===== src/rtl/code_entry_conditioner.sv =====
`default_nettype none
// ============================================================================
// Module   : code_entry_conditioner
// Purpose  : Synchronises and debounces the code switches and check button,
//            normalises switch polarity and issues a one-cycle check strobe
//            with the code frozen alongside it, under an attempt budget and
//            a post-release cooldown.
// Revision : 1.0  initial release
// ============================================================================
module code_entry_conditioner #(
  parameter int DEBOUNCE_CYCLES = 500000,
  parameter int COOLDOWN_CYCLES = 25000000,
  parameter int MAX_ATTEMPTS    = 3
) (
  input  logic       sysclk,
  input  logic       reset,
  input  logic       check,
  input  logic [7:0] p,
  input  logic       game_over,
  output logic [7:0] code,
  output logic       check_pulse,
  output logic [3:0] attempts_left,
  output logic       locked,
  output logic       busy
);

  localparam int            DW         = $clog2(DEBOUNCE_CYCLES);
  localparam int            CW         = $clog2(COOLDOWN_CYCLES + 1);
  localparam logic [DW-1:0] C_DB_LAST  = DW'(DEBOUNCE_CYCLES - 1);
  localparam logic [CW-1:0] C_CD_LOAD  = CW'(COOLDOWN_CYCLES - 1);
  localparam logic [3:0]    C_MAX_ATT  = 4'(MAX_ATTEMPTS);

  typedef enum logic [1:0] {
    S_IDLE = 2'd0,
    S_HOLD = 2'd1,
    S_COOL = 2'd2
  } state_t;

  // Bit 8 carries the check button, bits 7:0 the code switches.
  logic [8:0]    sync1_q, sync2_q;
  logic [8:0]    stable_q, stable_d;
  logic          chk_prev_q;
  state_t        state_q, state_d;
  logic [CW-1:0] cool_q, cool_d;
  logic [7:0]    code_q, code_d;
  logic [3:0]    att_q, att_d;
  logic          pulse_q, pulse_d;

  logic [7:0]    norm_code;
  logic          chk_rise;
  logic          accept;

  // Two-flop synchroniser for all nine asynchronous inputs.
  always_ff @(posedge sysclk) begin
    if (reset) begin
      sync1_q <= '0;
      sync2_q <= '0;
    end else begin
      sync1_q <= {check, p};
      sync2_q <= sync1_q;
    end
  end

  for (genvar gi = 0; gi < 9; gi++) begin : g_deb
    logic [DW-1:0] cnt_q;
    logic          differ;
    logic          expire;

    assign differ       = sync2_q[gi] ^ stable_q[gi];
    assign expire       = differ && (cnt_q == C_DB_LAST);
    assign stable_d[gi] = expire ? sync2_q[gi] : stable_q[gi];

    // Run-length counter: any agreement with the stable level restarts it.
    always_ff @(posedge sysclk) begin
      if (reset || !differ || expire) begin
        cnt_q <= '0;
      end else begin
        cnt_q <= cnt_q + 1'b1;
      end
    end
  end

  // Debounced levels plus the delayed check level used for edge detection.
  always_ff @(posedge sysclk) begin
    if (reset) begin
      stable_q   <= '0;
      chk_prev_q <= 1'b0;
    end else begin
      stable_q   <= stable_d;
      chk_prev_q <= stable_q[8];
    end
  end

  // Upper nibble switches are wired active-low.
  assign norm_code = {~stable_q[7:4], stable_q[3:0]};
  assign chk_rise  = stable_q[8] && !chk_prev_q;
  assign accept    = (att_q != 4'd0) && !game_over;

  // Press/hold/cooldown sequencing and the registered strobe, code and budget.
  always_comb begin
    state_d = state_q;
    cool_d  = cool_q;
    code_d  = code_q;
    att_d   = att_q;
    pulse_d = 1'b0;
    case (state_q)
      S_IDLE: begin
        if (chk_rise) begin
          state_d = S_HOLD;
          if (accept) begin
            code_d  = norm_code;
            pulse_d = 1'b1;
            att_d   = att_q - 4'd1;
          end
        end
      end
      S_HOLD: begin
        if (!stable_q[8]) begin
          state_d = S_COOL;
          cool_d  = C_CD_LOAD;
        end
      end
      S_COOL: begin
        if (cool_q == '0) begin
          state_d = S_IDLE;
        end else begin
          cool_d = cool_q - 1'b1;
        end
      end
      default: state_d = S_IDLE;
    endcase
  end

  // State and output registers.
  always_ff @(posedge sysclk) begin
    if (reset) begin
      state_q <= S_IDLE;
      cool_q  <= '0;
      code_q  <= 8'h00;
      att_q   <= C_MAX_ATT;
      pulse_q <= 1'b0;
    end else begin
      state_q <= state_d;
      cool_q  <= cool_d;
      code_q  <= code_d;
      att_q   <= att_d;
      pulse_q <= pulse_d;
    end
  end

  assign code          = code_q;
  assign check_pulse   = pulse_q;
  assign attempts_left = att_q;
  assign locked        = (att_q == 4'd0) || game_over;
  assign busy          = (state_q == S_HOLD) || (state_q == S_COOL);

endmodule
`default_nettype wire


===== config.mk =====
export PLATFORM = sky130hd
export DESIGN_NAME = code_entry_conditioner
export DESIGN_NICKNAME = d
export VERILOG_FILES = /design/src/rtl/code_entry_conditioner.sv
export SDC_FILE = /design/constraint.sdc
export NUM_CORES = 1
export LEC_CHECK = 0
export CAP_MARGIN = 20
export CORE_AREA = 2 2 211 213
export DETAILED_ROUTE_END_ITERATION = 10
export DIE_AREA = 0 0 213 215
export PLACE_DENSITY = 0.47
export SETUP_SLACK_MARGIN = 0.2
export SYNTH_ARGS = -nofsm -noshare
export SYNTH_HDL_FRONTEND = slang
export SYNTH_SLANG_ARGS = --single-unit

===== constraint.sdc =====
create_clock -name sysclk -period 5.52 [get_ports sysclk]
set_input_delay 0.552 -clock sysclk [delete_from_list [all_inputs] [get_ports sysclk]]
set_output_delay 0.552 -clock sysclk [all_outputs]
set_load 0.05 [all_outputs]

* After elaboration in Yosys (flattened, before gate mapping)
Cells that the tools add are included.
** Operators by class
- Add/sub/neg operators :: 11
- Equal/unequal tests :: 15
- Muxes and demuxes :: 8
- Bitwise gates (word level) :: 12
- Reductions and logical operators :: 51
** Operators by type and width (count)
- 19-bit by 1-bit adder with 19-bit output (second input constant) :: 9
- 19-bit equality test (second input constant) :: 9
- 25-bit 2-to-1 mux :: 2
- 25-bit one-hot mux with 2 select lines :: 1
- 25-bit logical NOT :: 1
- 25-bit by 1-bit subtractor with 25-bit output (second input constant) :: 1
- 1-bit logical OR :: 20
- 1-bit logical AND :: 11
- 1-bit logical NOT :: 11
- 3-bit AND reduction :: 3
- 1-bit bitwise XOR :: 9
- 2-bit != test (second input constant) :: 4
- 2-bit 2-to-1 mux :: 3
- 2-bit one-hot mux with 3 select lines :: 1
- 4-bit logical NOT :: 1
- 4-bit inverter :: 1
- 4-bit nonzero test :: 1
- 4-bit by 1-bit subtractor with 4-bit output (second input constant) :: 1
- 3-bit OR reduction :: 1
- 2-bit by 1-bit equality test with 1-bit output (second input constant) :: 1
- 2-bit equality test (second input constant) :: 1
- 2-bit logical NOT :: 1
- 1-bit inverter :: 2
- 2-bit nonzero test :: 1
- 1-bit 2-to-1 mux :: 1
** Storage, ports and cells
- Register bits after elaboration :: 239
- Input bits :: 12
- Output and inout bits :: 15
- Logic and storage cells :: 123

* Logic depth before layout (Yosys ltp)
- Depth after elaboration :: 4
- Depth in mapped cells :: 9
- Mapped depth without buffers :: 7

* Least setup slack after synthesis
No wires, ideal clock.
- Kind :: flip-flop to flip-flop
- From :: register cool_q[0]
- To :: register cool_q[22]
- Library setup time :: 0.074 ns
- Data arrival time :: 1.963 ns
- Required time :: 5.446 ns
- Setup slack :: 3.483 ns
- Stages on the path, launching flop included :: 8
- Path buffers :: 0
- Period minus slack after synthesis :: 2.037 ns
- Path through :: dfxtp_1 -> inv_1 -> ha_1 -> nor3b_1 -> nand2_1 -> or4_1 -> or3_1 -> a31oi_1
** On the way
- Word-level cells in the longest chain between the ends :: 3
- Elaborated cells between the ends (all ways) :: 6
- Those cells by class :: add/sub: 1; eq/ne: 1; mux: 2; reduce/logical: 2
** RTL lines
- from (decl) :: line 44 : logic [CW-1:0] cool_q, cool_d;
- from (signal assigned) :: line 144 : cool_q <= cool_d;
- 25-bit by 1-bit subtractor with 25-bit output or 25-bit logical NOT (tied branches) :: line 127, 124
- 25-bit 2-to-1 mux or 2-bit != test (tied branches)
- 25-bit one-hot mux with 2 select lines or 3-bit AND reduction (tied branches)
Several ways; a longest one is shown, not always the timed one. The select of a mux whose other input is x is not followed.
A chain may end at the register's enable or synchronous reset.

* Worst setup path in the final report
- From :: register state_q[0]
- To :: output busy
** On the way
- Word-level cells in the longest chain between the ends :: 2
- Elaborated cells between the ends (all ways) :: 3
- Those cells by class :: eq/ne: 2; reduce/logical: 1
** RTL lines
- from (decl) :: line 43 : state_t state_q, state_d;
- from (signal assigned) :: line 143 : state_q <= state_d;
- 2-bit by 1-bit equality test with 1-bit output or 2-bit equality test (tied branches) :: line 155 : assign busy = (state_q == S_HOLD) || (state_q == S_COOL);
- 1-bit logical OR * :: line 155
- to (decl) :: line 24 : output logic busy
Every way passes the cells marked *; elsewhere a longest branch is shown, timed or not.

==> report_table.html <==
<table>
<tr><th>Metric</th><th>Value</th></tr>
<tr><th colspan="2">Synth</th></tr>
<tr><td>Post-Synthesis Net Count</td><td>~1,200</td></tr>
<tr><td>Count of flip-flops with a built-in enable after synthesis</td><td>0</td></tr>
<tr><td>Seq/Total Area, Yosys</td><td>0.463</td></tr>
<tr><td>Post-synthesis simple-gate area fraction</td><td>0.302</td></tr>
<tr><td>Post-Syn Instances</td><td>1,185</td></tr>
<tr><td>Flop and latch count out of synthesis</td><td>~240</td></tr>
<tr><td>Share of synthesized cell area in full adder, half adder and majority cells</td><td>0.0194</td></tr>
<tr><td>Post-synth top cells</td><td>nor2_1 (248), dfxtp_1 (239), xor2_1 (87), nand2_1 (84), xnor2_1 (78)</td></tr>
<tr><td>Dominant register cell in the synthesized netlist</td><td>dfxtp_1</td></tr>
<tr><td>Most repeated cell in the gate-level netlist after synthesis</td><td>nor2_1</td></tr>
<tr><td>Synth area leaders</td><td>dfxtp_1 (46%), nor2_1 (9.0%), xor2_1 (7.4%), xnor2_1 (6.6%), nand3_1 (3.2%)</td></tr>
<tr><td>Post-Synth XOR/XNOR Area</td><td>0.140</td></tr>
<tr><td>Compound-gate portion of the synthesized area</td><td>0.0425</td></tr>
<tr><td>Share of Yosys cell area claimed by the top area cell type</td><td>0.463</td></tr>
<tr><td>Dominant combinational cell family by area after synthesis</td><td>simple AND/OR/NAND/NOR gates</td></tr>
<tr><td>Multiplexer share of the synthesized area</td><td>0.00968</td></tr>
<tr><td>Syn_area_per_cell</td><td>slightly below 9 sq um</td></tr>
<tr><td>Cell taking the most area after synthesis</td><td>dfxtp_1</td></tr>
<tr><td>Proportion of register bits with asynchronous set or reset after synthesis</td><td>0</td></tr>
<tr><td>Area of the mapped netlist</td><td>0.0103 sq mm</td></tr>
<tr><td>Number of distinct library cells after synthesis</td><td>47</td></tr>
<tr><td>Total number of yosys warnings</td><td>0</td></tr>
<tr><th colspan="2">Route</th></tr>
<tr><td>DR DRC count</td><td>0</td></tr>
<tr><td>Routed vias</td><td>7,804</td></tr>
<tr><td>Routed via count divided by cell count</td><td>4.29</td></tr>
<tr><td>Routed met2 length</td><td>8.96 mm</td></tr>
<tr><td>Routed length per placed instance</td><td>11.5 microns</td></tr>
<tr><td>Highest layer used for signal routing</td><td>met4</td></tr>
<tr><td>Detailed router's first-iteration violation count</td><td>420</td></tr>
<tr><td>Post-Route M1 WL</td><td>10.7 mm</td></tr>
<tr><td>Amount of wire on met3 after detailed routing</td><td>759 microns</td></tr>
<tr><td>Count of TritonRoute iterations in the first routing pass</td><td>4</td></tr>
<tr><td>Detail Route Antenna Nets</td><td>0</td></tr>
<tr><td>Final Routed Wirelength</td><td>20.9 mm</td></tr>
<tr><th colspan="2">Die</th></tr>
<tr><td>Die extent in y</td><td>215 microns</td></tr>
<tr><td>Std cell rows</td><td>77</td></tr>
<tr><td>Count of boundary I/O pins</td><td>27</td></tr>
<tr><td>Initial Util</td><td>0.237</td></tr>
<tr><td>Overall die area</td><td>0.0458 sq mm</td></tr>
<tr><td>Die outline width</td><td>213 microns</td></tr>
<tr><td>Area of the placeable core</td><td>0.0436 sq mm</td></tr>
<tr><th colspan="2">STA</th></tr>
<tr><td>Transition time at the pin with the least slew margin</td><td>0.794 ns</td></tr>
<tr><td>Setup Skew</td><td>0.0183 ns</td></tr>
<tr><td>Minimum hold slack</td><td>0.435 ns</td></tr>
<tr><td>Final Worst Setup Slack</td><td>around 2.9 ns</td></tr>
<tr><td>Max transition margin</td><td>0.467</td></tr>
<tr><td>Final hold viol count</td><td>0</td></tr>
<tr><td>Fmax</td><td>379 MHz</td></tr>
<tr><td>Unrepaired setup endpoints after global routing</td><td>no</td></tr>
<tr><td>Final Critical Period</td><td>2.64 ns</td></tr>
<tr><td>Final-layout setup total negative slack</td><td>0 ns</td></tr>
<tr><td>Setup violation total in the final timing report</td><td>0</td></tr>
<tr><td>Post-route clock period utilization</td><td>0.478</td></tr>
<tr><td>Fin. max-slew vios</td><td>0</td></tr>
<tr><th colspan="2">CTS</th></tr>
<tr><td>Clock tree buffer depth</td><td>3</td></tr>
<tr><td>Setup bufs post-CTS</td><td>0</td></tr>
<tr><td>TritonCTS clock tree</td><td>built</td></tr>
<tr><td>Cell at the root of the clock tree</td><td>clkbuf_16</td></tr>
<tr><td>Register clock-pin slew on the reported worst setup and hold paths</td><td>about 0.06 ns</td></tr>
<tr><td>Insertion delay to the later sink of the worst-skew pair</td><td>0.54 ns</td></tr>
<tr><td>Post-cts hold buffer count</td><td>0</td></tr>
<tr><td>CTS Buf Count</td><td>28</td></tr>
<tr><td>Number of gates resized after CTS</td><td>0</td></tr>
<tr><td>Clock tree sinks</td><td>239</td></tr>
<tr><td>H-tree levels</td><td>1</td></tr>
<tr><th colspan="2">Global routing</th></tr>
<tr><td>Largest net degree at the start of global routing</td><td>48</td></tr>
<tr><td>Vias in the first global route</td><td>around 7,400</td></tr>
<tr><td>Antenna violations before repair</td><td>0</td></tr>
<tr><td>Combined global-route utilization of all metal layers</td><td>0.0928</td></tr>
<tr><td>First-pass GRT wire length</td><td>35.9 mm</td></tr>
<tr><td>Overflow after GRT</td><td>0</td></tr>
<tr><th colspan="2">Cells and area</th></tr>
<tr><td>Register cell area after layout</td><td>~0.0048 sq mm</td></tr>
<tr><td>Utilization after layout</td><td>0.278</td></tr>
<tr><td>Layout Cells excl Fill</td><td>between 1,500 and 2,000</td></tr>
<tr><td>Count of nets after finishing</td><td>1,234</td></tr>
<tr><td>Area of the multi-input gates</td><td>0.00531 sq mm</td></tr>
<tr><td>Post-synthesis to final-layout area growth</td><td>17.5%</td></tr>
<tr><td>Final-layout fill cell count</td><td>4,668</td></tr>
<tr><td>Count of antenna diodes in the layout</td><td>0</td></tr>
<tr><td>Fraction of final layout cells with drive strength greater than 1</td><td>0.0513</td></tr>
<tr><td>Cell area after layout</td><td>0.0122 sq mm</td></tr>
<tr><th colspan="2">Power and ir drop</th></tr>
<tr><td>Power consumption</td><td>3.62 mW</td></tr>
<tr><td>Net switching power</td><td>748 uW</td></tr>
<tr><td>Ratio of total power to cell area</td><td>around 300 mW/mm^2</td></tr>
<tr><td>Relative contribution of combinational cells to total power</td><td>0.012</td></tr>
<tr><td>Leakage power summed over all cells</td><td>~3.9 nW</td></tr>
<tr><td>Switching Share</td><td>0.207</td></tr>
<tr><td>Clock network fraction of total power</td><td>0.508</td></tr>
<tr><td>Internal Power</td><td>2.87 mW</td></tr>
<tr><td>Max rail drop VDD</td><td>approximately 190 uV</td></tr>
<tr><td>Proportion of power drawn by flip-flops and latches</td><td>0.480</td></tr>
<tr><th colspan="2">Placed design</th></tr>
<tr><td>Cell area after placement</td><td>about 0.011 sq mm</td></tr>
<tr><td>HPWL after DPL</td><td>14.1 mm</td></tr>
<tr><td>Count of input and output buffers</td><td>26</td></tr>
<tr><td>Final weighted congestion in routability-driven placement</td><td>0.746</td></tr>
<tr><td>Number of cells in the design after placement</td><td>about 1,800</td></tr>
<tr><td>Setup slack at placement</td><td>roughly 3.0 ns</td></tr>
<tr><th colspan="2">Critical path</th></tr>
<tr><td>Arr. time, crit path</td><td>2.09 ns</td></tr>
<tr><td>Beginning of the worst register-to-register path</td><td>cool_q[0]$_SDFFE_PP0P_</td></tr>
<tr><td>Worst-path maximum fanout</td><td>4</td></tr>
<tr><td>R2r worst-path depth</td><td>7</td></tr>
<tr><td>Startpoint class of the critical path</td><td>flip-flop</td></tr>
<tr><td>Kind of critical path</td><td>flip-flop to output port</td></tr>
<tr><td>First element of the critical path</td><td>state_q[0]$_SDFFE_PP0P_</td></tr>
<tr><td>Worst Path Required</td><td>4.97 ns</td></tr>
<tr><td>Element type at the critical path end</td><td>output port</td></tr>
<tr><th colspan="2">Flow run</th></tr>
<tr><td>Number of max-cap violations</td><td>0</td></tr>
<tr><th colspan="2">Status</th></tr>
<tr><td>Status</td><td>completed</td></tr>
<tr><th colspan="2">Min path</th></tr>
<tr><td>Hold WC Path Type</td><td>flip-flop to flip-flop</td></tr>
<tr><td>Source of the worst hold timing path</td><td>sync1_q[5]$_SDFF_PP0_</td></tr>
<tr><td>Hold path depth</td><td>1</td></tr>
</table>
## power groups by stage
stage / clock, mW / combinational, mW / sequential [mW]
2_1_floorplan: 0 / 0.0274 / 1.77
3_3_place_gp: 0 / 0.0434 / 1.78
3_5_place_dp: 0 / 0.0433 / 1.78
4_1_cts: 1.91 / 0.0435 / 1.74
5_1_grt: 1.99 / 0.0478 / 1.74
6_report: 1.84 / 0.0418 / 1.74
## routing by layer
layer,GRT usage,up-vias
met4,0.0247,0
met3,0.0174,33
met1,0.129,3592
li1,-,4095
met2,0.146,84
met5,0,-
## layout make-up
class                      count  area share
multi-input combinational    881       0.437
sequential                   239       0.394
clock buffer                  44      0.0718
tap                          592      0.0609
timing repair buffer          30      0.0235
inverter                      26     0.00803
clock inverter                 7     0.00515
## sequential cells by signal, indices dropped and copies added (netlist names)
register / cells
g_deb.cnt_q: 171
cool_q: 25
stable_q: 9
sync1_q: 9
sync2_q: 9
code: 8
attempts_left: 4
state_q: 2
check_pulse: 1
chk_prev_q: 1
## cells by family after synthesis
family                     count (synthesis)
buffers and inverters                     65
adders and majority gates                 16
xor gates and xnor gates                 165
and+or+nand+nor                          627
AOI/OAI and AO/OA                         63
DFF                                      239
muxes                                     10
## cells in the final DEF (no fill, tap or decap), types with 13 or more instances in the layout
master	Yosys	final
dfxtp_1	239	239
clkbuf_16	0	29
nor4_1	24	24
nor2_1	248	248
xnor2_1	78	78
and3_1	21	21
a21oi_1	14	14
clkdlybuf4s50_1	0	25
nor2b_1	22	22
inv_1	26	26
nor4b_1	14	14
nand3_1	66	66
nor3_1	34	34
and4_1	13	13
ha_1	16	16
nand4_1	41	41
nand2_1	84	84
xor2_1	87	87
## worst paths after layout
kind                              to  slack (ns)
max                             busy        2.88
min            sync2_q[5]$_SDFF_PP0_        0.43
max reg2reg  cool_q[22]$_SDFFE_PP0P_        3.11
min reg2reg    sync2_q[5]$_SDFF_PP0_        0.43
## critical path, cell delays in order, from the launching register on
cell and delay, ns:
dfxtp_1 0.37, inv_1 0.08, ha_1 0.28, clkdlybuf4s50_1 0.81
Note: power is estimated with default switching activity, not from simulation.
